**src/rtl/pixel_rowcol_arbiter.sv**
```systemverilog
// rtl/pixel_rowcol_arbiter.sv - two-level (row, then column) round-robin pixel request arbiter
// Grants are held until ack_i; each row is snapshotted on entry so a pass is fair.
module pixel_rowcol_arbiter #(
   parameter int Lvl_ROWS    = 4,
   parameter int Lvl_COLS    = 4,
   parameter int Lvl_ROW_ADD = $clog2(Lvl_ROWS),
   parameter int Lvl_COL_ADD = $clog2(Lvl_COLS)
) (
   input  logic                               clk_i,
   input  logic                               reset_i,
   input  logic                               enable_i,
   input  logic [Lvl_ROWS-1:0][Lvl_COLS-1:0]  req_i,
   input  logic                               ack_i,
   output logic [Lvl_ROWS-1:0][Lvl_COLS-1:0]  gnt_o,
   output logic [Lvl_ROW_ADD-1:0]             x_add_o,
   output logic [Lvl_COL_ADD-1:0]             y_add_o,
   output logic                               active_o,
   output logic                               req_o,
   output logic                               grp_release_o
);

   typedef enum logic [1:0] {
      IDLE      = 2'd0,
      ROW_ARB   = 2'd1,
      COL_GRANT = 2'd2,
      RELEASE   = 2'd3
   } state_t;

   state_t                 r_state;
   state_t                 w_state_nxt;
   logic [Lvl_ROW_ADD:0]   r_row_ptr;
   logic [Lvl_ROW_ADD:0]   w_row_ptr_nxt;
   logic [Lvl_COLS-1:0]    r_col_mask;
   logic [Lvl_COLS-1:0]    w_col_mask_nxt;
   logic                   r_gnt_valid;
   logic                   w_gnt_valid_nxt;
   logic [Lvl_ROW_ADD-1:0] r_x_add;
   logic [Lvl_ROW_ADD-1:0] w_x_add_nxt;
   logic [Lvl_COL_ADD-1:0] r_y_add;
   logic [Lvl_COL_ADD-1:0] w_y_add_nxt;

   logic                   w_row_hit;
   logic [Lvl_ROW_ADD-1:0] w_row_idx;
   logic [Lvl_COLS-1:0]    w_row_req;
   logic [Lvl_COL_ADD-1:0] w_first_col;
   logic [Lvl_COLS-1:0]    w_cur_cand;
   logic                   w_nxt_hit;
   logic [Lvl_COL_ADD-1:0] w_nxt_col;
   logic                   w_active;

   assign req_o = |req_i;

   // Lowest requesting row at or after the pass pointer
   always_comb begin
      w_row_hit = 1'b0;
      w_row_idx = '0;
      for (int r = Lvl_ROWS - 1; r >= 0; r--) begin
         if ((r >= int'(r_row_ptr)) && (|req_i[r])) begin
            w_row_hit = 1'b1;
            w_row_idx = Lvl_ROW_ADD'(r);
         end
      end
   end

   assign w_row_req = req_i[w_row_idx];

   always_comb begin
      w_first_col = '0;
      for (int c = Lvl_COLS - 1; c >= 0; c--) begin
         if (w_row_req[c]) begin
            w_first_col = Lvl_COL_ADD'(c);
         end
      end
   end

   // Next column must be in the snapshot and still requesting
   assign w_cur_cand = r_col_mask & req_i[r_x_add];

   always_comb begin
      w_nxt_hit = 1'b0;
      w_nxt_col = '0;
      for (int c = Lvl_COLS - 1; c >= 0; c--) begin
         if (w_cur_cand[c] && (c > int'(r_y_add))) begin
            w_nxt_hit = 1'b1;
            w_nxt_col = Lvl_COL_ADD'(c);
         end
      end
   end

   always_comb begin
      w_state_nxt     = r_state;
      w_row_ptr_nxt   = r_row_ptr;
      w_col_mask_nxt  = r_col_mask;
      w_gnt_valid_nxt = r_gnt_valid;
      w_x_add_nxt     = r_x_add;
      w_y_add_nxt     = r_y_add;
      case (r_state)
         IDLE: begin
            w_row_ptr_nxt   = '0;
            w_gnt_valid_nxt = 1'b0;
            if (enable_i && req_o) begin
               w_state_nxt = ROW_ARB;
            end
         end
         ROW_ARB: begin
            if (w_row_hit) begin
               w_x_add_nxt     = w_row_idx;
               w_col_mask_nxt  = w_row_req;
               w_y_add_nxt     = w_first_col;
               w_gnt_valid_nxt = 1'b1;
               w_state_nxt     = COL_GRANT;
            end else begin
               w_state_nxt = RELEASE;
            end
         end
         COL_GRANT: begin
            if (ack_i) begin
               if (w_nxt_hit) begin
                  w_y_add_nxt = w_nxt_col;
               end else if (int'(r_x_add) == Lvl_ROWS - 1) begin
                  w_gnt_valid_nxt = 1'b0;
                  w_state_nxt     = RELEASE;
               end else begin
                  w_gnt_valid_nxt = 1'b0;
                  w_row_ptr_nxt   = (Lvl_ROW_ADD+1)'(r_x_add) + (Lvl_ROW_ADD+1)'(1);
                  w_state_nxt     = ROW_ARB;
               end
            end
         end
         RELEASE: begin
            w_row_ptr_nxt = '0;
            w_state_nxt   = (enable_i && req_o) ? ROW_ARB : IDLE;
         end
         default: begin
            w_state_nxt     = IDLE;
            w_row_ptr_nxt   = '0;
            w_gnt_valid_nxt = 1'b0;
         end
      endcase
      // Disable abandons the pass without a release pulse
      if (!enable_i) begin
         w_state_nxt     = IDLE;
         w_row_ptr_nxt   = '0;
         w_gnt_valid_nxt = 1'b0;
      end
   end

   always_ff @(posedge clk_i or posedge reset_i) begin
      if (reset_i) begin
         r_state <= IDLE;
      end else begin
         r_state <= w_state_nxt;
      end
   end

   always_ff @(posedge clk_i or posedge reset_i) begin
      if (reset_i) begin
         r_row_ptr   <= '0;
         r_col_mask  <= '0;
         r_gnt_valid <= 1'b0;
         r_x_add     <= '0;
         r_y_add     <= '0;
      end else begin
         r_row_ptr   <= w_row_ptr_nxt;
         r_col_mask  <= w_col_mask_nxt;
         r_gnt_valid <= w_gnt_valid_nxt;
         r_x_add     <= w_x_add_nxt;
         r_y_add     <= w_y_add_nxt;
      end
   end

   assign w_active      = r_gnt_valid && (r_state == COL_GRANT);
   assign active_o      = w_active;
   assign grp_release_o = (r_state == RELEASE);
   assign x_add_o       = w_active ? r_x_add : '0;
   assign y_add_o       = w_active ? r_y_add : '0;

   always_comb begin
      gnt_o = '0;
      if (w_active) begin
         gnt_o[r_x_add][r_y_add] = 1'b1;
      end
   end

endmodule

```
**config.mk**
```make
export PLATFORM = sky130hd
export DESIGN_NAME = pixel_rowcol_arbiter
export DESIGN_NICKNAME = d
export VERILOG_FILES = /design/src/rtl/pixel_rowcol_arbiter.sv
export SDC_FILE = /design/constraint.sdc
export NUM_CORES = 1
export LEC_CHECK = 0
export CORE_MARGIN = 4
export CORE_UTILIZATION = 47
export CTS_BUF_LIST = sky130_fd_sc_hd__clkbuf_4
export CTS_CLUSTER_SIZE = 24
export DETAILED_ROUTE_END_ITERATION = 8
export PLACE_DENSITY = 0.82
export SETUP_SLACK_MARGIN = 0.15
export SLEW_MARGIN = 20
export SYNTH_ARGS = -nofsm -noshare
export SYNTH_HDL_FRONTEND = slang
export SYNTH_SLANG_ARGS = --single-unit
```
**constraint.sdc**
```tcl
create_clock -name clk_i -period 2.93 [get_ports clk_i]
set_clock_uncertainty 0.2 [all_clocks]
set_input_delay 0.586 -clock clk_i [delete_from_list [all_inputs] [get_ports clk_i]]
set_output_delay 0.586 -clock clk_i [all_outputs]
set_load 0.02 [all_outputs]
```
* Word level (Yosys, flattened, before mapping)
Cells that the tools add are included.
** Word-level totals
- Register bits after elaboration :: 14
- Bits in latches :: 0
- Memory bits (writable) :: 0
- Memory bits (read-only) :: 0
- Bits of input ports :: 20
- Output and inout bits :: 23
- Logic and storage cells :: 109
- Memories :: 0
** Operators by class
- $add $sub $neg :: 1
- Multiply operators :: 0
- Div/mod/pow operators :: 0
- $lt $le $gt $ge :: 12
- Equal/unequal tests :: 14
- Shift-type cells :: 0
- Muxes and demuxes :: 51
- Bitwise gates (word level) :: 1
- Reductions and logical operators :: 24
** Operator list (count)
- 2-to-1 mux 2 bit :: 21
- binary-select mux 4 bit (select 2 bit) :: 2
- 2-to-1 mux 16 bit :: 1
- OR reduction 16 bit :: 1
- OR reduction 4 bit :: 4
- inequality test 3 bit (second input constant) :: 5
- 2-to-1 mux 1 bit :: 14
- 2-to-1 mux 3 bit :: 4
- 2-to-1 mux 4 bit :: 3
- AND reduction 4 bit :: 3
- logical AND 1 bit :: 11
- less-than comparator 2 x 3 -> 1 bit (second input constant) :: 3
- demux 4 bit (select 2 bit) :: 1
- one-hot mux 2 bit (4 select lines) :: 1
- greater-or-equal comparator 1 x 3 -> 1 bit (first input constant) :: 2
- greater-or-equal comparator 2 x 3 -> 1 bit (first input constant) :: 2
- inequality test 2 bit (second input constant) :: 3
- one-hot mux 3 bit (2 select lines) :: 1
- AND 4 bit :: 1
- == test 2 x 1 -> 1 bit (second input constant) :: 2
- == test 2 bit (second input constant) :: 2
- greater-or-equal comparator 2 x 1 -> 1 bit (second input constant) :: 2
- > comparator 2 bit (first input constant) :: 2
- inequality test 4 x 1 -> 1 bit (second input constant) :: 1
- 11 further kinds :: 11

* Depth between registers and ports, before layout
Gate-level depths: netlist of the first run.
- Depth after elaboration :: 14
- Mapped depth :: 8
- Depth with buffers taken out :: 7

* Least setup slack after synthesis of the first run
OpenSTA, ideal clock, no wires.
- Path type :: register to output
- From :: reg r_state[0]
- To :: out gnt_o[0] (netlist name)
- Arrival time :: 1.786 ns
- Data required time :: 2.144 ns
- Slack :: 0.358 ns
- Cell stages (with the launch flop) :: 7
- Path buffers :: 1
- Cells stage by stage :: dfrtp_1 inv_1 ha_1 and2_0 clkbuf_1 nand2_1 nor3_1
** RTL lines
- from (decl) :: RTL line 29 : state_t r_state;
- from (signal assigned) :: RTL line 152 : r_state <= w_state_nxt;
- to (decl) :: RTL line 14 : output logic [Lvl_ROWS-1:0][Lvl_COLS-1:0] gnt_o,

* Final worst setup path of the first run
- From :: in req_i[1] (netlist name)
- To :: reg r_y_add[1]
** Between the ends
- Longest elaborated chain between the ends :: 11
- Elaborated cells between the ends (all ways) :: 23
- Classes of those cells :: eq/ne (2); mux (16); bitwise (1); reduce/logical (4)
** RTL lines
- from (decl) :: RTL line 12 : input logic [Lvl_ROWS-1:0][Lvl_COLS-1:0] req_i,
- OR reduction 4 bit :: RTL line 58 : if ((r >= int'(r_row_ptr)) && (|req_i[r])) begin
- logical AND 1 bit :: RTL line 58
- 2-to-1 mux 2 bit :: RTL line 58
- binary-select mux 4 bit (select 2 bit) :: RTL line 65 : assign w_row_req = req_i[w_row_idx];
- 2-to-1 mux 4 bit (implied by the code) :: RTL line 65
- 2-to-1 mux 2 bit (4 in a row) :: RTL line 70 : if (w_row_req[c]) begin
- 2-to-1 mux 2 bit :: RTL line 106 : if (w_row_hit) begin
- one-hot mux 2 bit (2 select lines) :: RTL line 97 : case (r_state)
- to (signal assigned) :: RTL line 168 : r_y_add <= w_y_add_nxt;
- to (decl) :: RTL line 39 : logic [Lvl_COL_ADD-1:0] r_y_add;
Several ways; a longest one is shown, not always the timed one. The select of a mux whose other input is x is not followed.
A chain may end at the register's enable or synchronous reset.

==> results of run 1 <==
-- cells in the final DEF (no fill, tap or decap), types with 3 or more instances in the layout --
master | netlist | layout
a21oi_1 | 5 | 5
and2_1 | 3 | 4
and3_1 | 4 | 4
buf_4 | 0 | 17
clkbuf_2 | 0 | 8
clkbuf_4 | 0 | 4
clkdlybuf4s15_1 | 0 | 4
clkdlybuf4s50_1 | 0 | 20
dfrtp_1 | 13 | 13
dlygate4sd2_1 | 0 | 9
ha_1 | 9 | 9
inv_1 | 10 | 10
mux2i_1 | 7 | 6
nand2_1 | 23 | 23
nand2b_1 | 4 | 4
nand3_1 | 7 | 7
nor2_1 | 17 | 17
nor3_1 | 4 | 4
nor4_2 | 3 | 3
o21ai_0 | 3 | 3
o21ai_1 | 6 | 6
-- cell usage after synthesis (4+ instances only) --
library cell	n	share of area, %
nand2_1	23	6.7
nor2_1	17	4.9
dfrtp_1	13	25
inv_1	10	2.9
ha_1	9	8.7
mux2i_1	7	5.4
nand3_1	7	2.7
o21ai_1	6	2.3
a21oi_1	5	1.9
and3_1	4	1.9
nand2b_1	4	1.9
nor3_1	4	1.5
-- worst max-delay path, stage by stage --
cell	delay, ps
clkdlybuf4s50_1	460
nor4_2	350
buf_4	180
o21ba_2	160
buf_4	130
o21ai_4	100
mux2i_1	160
mux2i_2	280
o211ai_1	130
a31oi_1	180
-- area by class of cell --
class                   count  area share [%]
flip-flops and latches     13           17.60
multi-input cells         132           49.70
inverters                  10           2.031
clock buffers               4           1.625
repair buffers             59           27.01
well taps                  30           2.031
-- report_power, final --
group | internal, mW | switching, mW
combinational | 0.310 | 0.368
clock | 0.0625 | 0.0725
sequential | 0.247 | 0.122
-- repair_timing --
item	CTS	global route
pin swaps	1	0
gates resized for setup	23	25
hold buffers	0	0
endpoints found under the setup margin	22	16
-- path summary, 6_finish.rpt --
path | endpoint | cells past startpoint | slack [ps]
worst max-delay path | r_y_add[1] | 10 | 230
worst max register to register | r_state[0] | 6 | 470
worst min register to register | r_col_mask[2] | 2 | 280
worst min-delay path | r_col_mask[2] | 2 | 280
min in group asynchronous | r_y_add[0] | 2 | 420
max in group asynchronous | r_col_mask[1] | 2 | 1750
-- cells by family (layout without fill, tap and decap cells) --
group           after synthesis  after routing  synth area share [%]
compound gates               36             36                 19.86
simple gates                 75             75                 30.28
buf+inv                      15             73                 4.435
fa+ha+maj                     9              9                 8.679
flops                        13             13                 25.07
mux                          12             12                 11.67
-- routing by layer --
metal,GRT usage [%],part of all wire [%],vias to the layer above
li1,-,-,689
met1,30.42,39,696
met2,41.98,50,61
met3,4.043,8.9,9
met4,7.121,1.5,0
met5,0,0,-
-- metrics by stage --
stage | hold WS [ps] | cell area, um2
2_1_floorplan | 237.9 | 1297
3_3_place_gp | 254.6 | 1863
3_5_place_dp | 255.7 | 1863
4_1_cts | 277.2 | 1868
5_1_grt | 329.6 | 1848
6_report | 275.8 | 1848
-- sequential cells by signal, indices dropped and copies added, names as in the netlist --
register / cells
r_col_mask: 3
r_gnt_valid: 1
r_x_add: 2
r_state: 2
r_row_ptr: 3
r_y_add: 2
==> summary.txt, run 1 <==
GRT
  – Gr usage total: ~24%
  – First-pass GRT wire length: approximately 6500 um
  – Largest net degree at the start of global routing: 15
  – Vias in the first global route: between 1000 and 1500
  – GRT overflow: 0
  – Initial antenna violation count: 0

Die
  – Rows: 18
  – Horiz. Die Dim: about 61 um
  – Die height: about 61 um
  – Initial Utilization: slightly above 50%
  – Die footprint: approximately 3700 um2
  – Core area: between 2000 and 3000 um2
  – I/O Pins: 43

Layout
  – Diode count: 0
  – Seq. cell area: ~330 um2
  – Share of layout cells above drive strength 1: between 10% and 20%
  – Layout Cells excl Fill: approximately 250
  – Area Growth Syn to Fin: 42.43%
  – Multi-input gate area: approximately 920 um2
  – Final Core Density: a little over 70%
  – Final nets: 248
  – Filler Cell Count: around 210

Timing
  – Final hold viol count: 0
  – Max Clk Rate: 370.1 MHz
  – RSZ-0062 raised after global routing: no
  – Final Max Tran Viols: 0
  – Setup TNS: 0 ps
  – Final setup fails: 0
  – Slew headroom: 63.47%
  – PnR worst setup slack: ~230 ps
  – Fin crit share: between 90 and 100%
  – Worst Tran Pin Value: between 500 and 600 ps
  – Final min period: between 2000 and 3000 ps

Power and ir drop
  – P_leak: 0.9113 nW
  – Peak VDD IR: between 0.6 and 0.7 mV
  – Design Power: ~1.2 mW
  – Power density cells: roughly 640 nW/um2

CTS
  – Setup Fix Bufs, Post-CTS: 0
  – CTS tree: done
  – Total CTS buffers: 3
  – Clk Latency, worst-skew pair: about 300 ps
  – Clock buffer depth: 2
  – H-tree depth: 1
  – Root buffer cell: clkbuf_4
  – CTS Sinks: 13
  – Clk pin slew, worst setup/hold paths: roughly 90 ps

Worst setup path
  – Crit Path Category: in -> reg
  – Worst Setup SP: req_i[1]
  – Worst-path fanout max: 7
  – Crit path DAT: roughly 2700 ps
  – Crit. End Element: flop
  – Startpoint types: input port
  – RR Startpoint: r_x_add[0]
  – Crit path required time: roughly 3000 ps

Drt
  – Drc violations: 0
  – Initial DRC Count: 60
  – Post-DRT Antenna Nets: 0
  – Vias: 1455
  – Avg WL per Cell: about 17 um
  – Total Wirelength: 4142 um
  – 1st-pass router iterations: 5
  – Via/cell ratio: about 5.9

Yosys
  – Sequential element share of the synthesized area: 25.07%
  – EDFF count, synth: 0
  – Syn avg cell area: a little over 8 um2
  – Synth Register Bits: 13
  – Main synth FF type: dfrtp_1
  – Post-synth ARST share: between 90% and 100%
  – Mapped Cells: 160
  – Post-synth net total: ~190
  – Syn Std Cell Area: roughly 1300 um2
  – Syn. warnings: 0
  – Distinct cells, synth: between 40 and 50

Placed design
  – Hpwl dp: roughly 3400 um
  – Pre-CTS setup slack: -79.90 ps
  – Dpl cells: 244
  – Port buffer count: 42
  – Gpl congestion: slightly above 0.9

Status
  – Status: complete, no violations

Min path
  – Hold crit path type: reg -> reg
  – Hold_sp: r_col_mask[2]

Flow run
  – Total of max-cap violations: 0
Power figures use the tool's default switching activity.
==> run 2: changes to the inputs <==
- CORE_MARGIN: 4 -> 1
- CTS_CLUSTER_SIZE: 24 -> 20
==> run 2 against run 1 <==
  * Non-clock buffer count down 1
  * Die area down 19%
  * Highest routed layer unchanged
  * Core utilization up 2.8 points
  * Critical endpoint is now req_o
  * Global-route usage up 3.2 points
  * Design area up 3.8%
  * Combinational power up 6.8%
  * Count of clock-buffer cells in the layout unchanged
  * Sequential share of layout area down 0.64 points
==> summary.txt, run 2 (synthesis gave the netlist of run 1 again) <==
Status
  – Status: complete, no violations

Timing
  – RSZ-0062 raised after global routing: yes
  – Fin crit share: between 90% and 100%
  – Final setup fails: 0
  – Setup TNS: 0 ps
  – Final min period: around 2800 ps
  – Final hold viol count: 0
  – Final Max Tran Viols: 0
  – Max Clk Rate: 356.3 MHz
  – Slew headroom: 65.07%
  – Worst Tran Pin Value: 523.3 ps
  – Hold Worst Slack: between 300 and 400 ps

Power and ir drop
  – Switch Pwr: approximately 570 uW
  – P_leak: between 0.9 and 1 nW
  – Comb pwr share: between 50% and 60%
  – Sw Ratio: a little under half
  – Power density cells: around 640 nW/um2
  – Sequential share of power: between 30 and 40%
  – P_int: approximately 660 uW
  – Peak VDD IR: around 0.53 mV
  – Clock Power Share: 10.7%

Die
  – Rows: 18
  – Die footprint: ~3000 um2
  – Die height: 54.54 um
  – Initial Utilization: roughly half
  – I/O Pins: 43
  – Core area: approximately 2500 um2
  – Horiz. Die Dim: roughly 55 um

GRT
  – Largest net degree at the start of global routing: 15
  – Gr usage total: a little over a quarter
  – Initial antenna violation count: 0
  – GRT overflow: 0
  – Vias in the first global route: approximately 1300
  – First-pass GRT wire length: about 5800 um

Layout
  – Final nets: between 200 and 250
  – Commonest non-fill, non-tap cell in the layout: nand2_1
  – Share of layout cells above drive strength 1: 19.35%
  – Final Core Density: between 70% and 80%
  – Biggest regs: r_col_mask (3), r_row_ptr (3)
  – Commonest cells after routing, fill and taps aside: nand2_1 (23), clkdlybuf4s50_1 (19), nor2_1 (17)
  – Layout Cells excl Fill: 247
  – Diode count: 0
  – Final instance area: around 1900 um2
  – Area Growth Syn to Fin: 47.83%
  – Filler Cell Count: 193

Drt
  – Initial DRC Count: 90
  – 1st-pass router iterations: 4
  – Via/cell ratio: around 5.8
  – Post-DRT Antenna Nets: 0
  – Vias: around 1400
  – Avg WL per Cell: approximately 16 um
  – Total Wirelength: slightly below 4000 um
  – Drc violations: 0

Placed design
  – Port buffer count: 42
  – Gpl congestion: 0.9107
  – Hpwl dp: a little over 3000 um
  – Dpl cells: approximately 240
  – Placed Area: ~1800 um2

Min path
  – Hold crit path type: reg -> reg
  – Hold Path Depth: 2

Worst setup path
  – Worst-path fanout max: 3
  – Crit Path Category: in -> out
  – Worst-path cell chain: clkdlybuf4s50_1 > nor4_4 > nand4_1 > dlygate4sd2_1
  – Crit path required time: between 2000 and 2500 ps
  – Critical-path top delay cell: clkdlybuf4s50_1
  – Crit path DAT: roughly 2000 ps
  – Max incr delay on CP: roughly 500 ps
  – Startpoint types: input port
  – Crit. End Element: output port
  – Path depth of the worst reg2reg path: 6

CTS
  – CTS tree: done
  – Root buffer cell: clkbuf_4
  – Clk pin slew, worst setup/hold paths: 90 ps
  – H-tree depth: 1
  – Clk Latency, worst-skew pair: between 200 and 300 ps
  – Clock buffer depth: 2
  – CTS Sinks: 13
  – Total CTS buffers: 3
  – Hold buffer count at CTS: 0

Flow run
  – Total of max-cap violations: 0
-- run 2: final timing paths --
kind	endpoint	from	slack, ps
setup reg to reg	r_state[0]	r_x_add[0]	450
hold / removal	r_row_ptr[0]	r_row_ptr[0]	300
min in group asynchronous	r_row_ptr[2]	reset_i	420
max in group asynchronous	r_col_mask[1]	reset_i	1750
setup / recovery	req_o	req_i[14]	120
hold reg to reg	r_row_ptr[0]	r_row_ptr[0]	300
-- run 2: critical path: cells and delay by family --
kind,cells,cell delay [ps]
buf+inv,2,880
simple gates,2,550
-- run 2: power groups by stage --
stage                     clock network (mW)  logic, mW  registers (mW)
final                                  0.131      0.723           0.372
after global routing                   0.142      0.791           0.381
after CTS                              0.131      0.637           0.366
after detailed placement                   0      0.635           0.371
after global placement                     0      0.615           0.365
after floorplan                            0      0.520           0.295
-- run 2: area by class of cell --
cell class	count	area [um2]	share of cell area [%]
sequential	13	325.3	16.96
tap	30	37.54	1.957
multi-input combinational	132	969.7	50.55
timing repair buffer	58	518.0	27.01
clock buffer	4	30.03	1.566
inverter	10	37.54	1.957
-- run 2: stage by stage --
step	total power [mW]	worst slack (ps)
6_report	1.225	123.7
5_1_grt	1.313	72.66
4_1_cts	1.133	112.6
3_5_place_dp	1.006	-99.83
3_3_place_gp	0.9794	-54.77
2_1_floorplan	0.8143	357.9
-- run 2: what timing repair did --
action / in CTS / in global routing
pin swaps: 0 / 4
gates resized for setup: 21 / 24
endpoints found under the setup margin: 21 / 19
setup buffers: 0 / 1
-- run 2: layer usage --
| layer | share of wire (%) | vias up | GRT usage (%) |
|---|---|---|---|
| li1 | - | 692 | - |
| met1 | 42 | 673 | 34.06 |
| met2 | 51 | 63 | 48.58 |
| met3 | 6.2 | 6 | 5.833 |
| met4 | 1.3 | 0 | 3.419 |
| met5 | 0 | - | 0 |
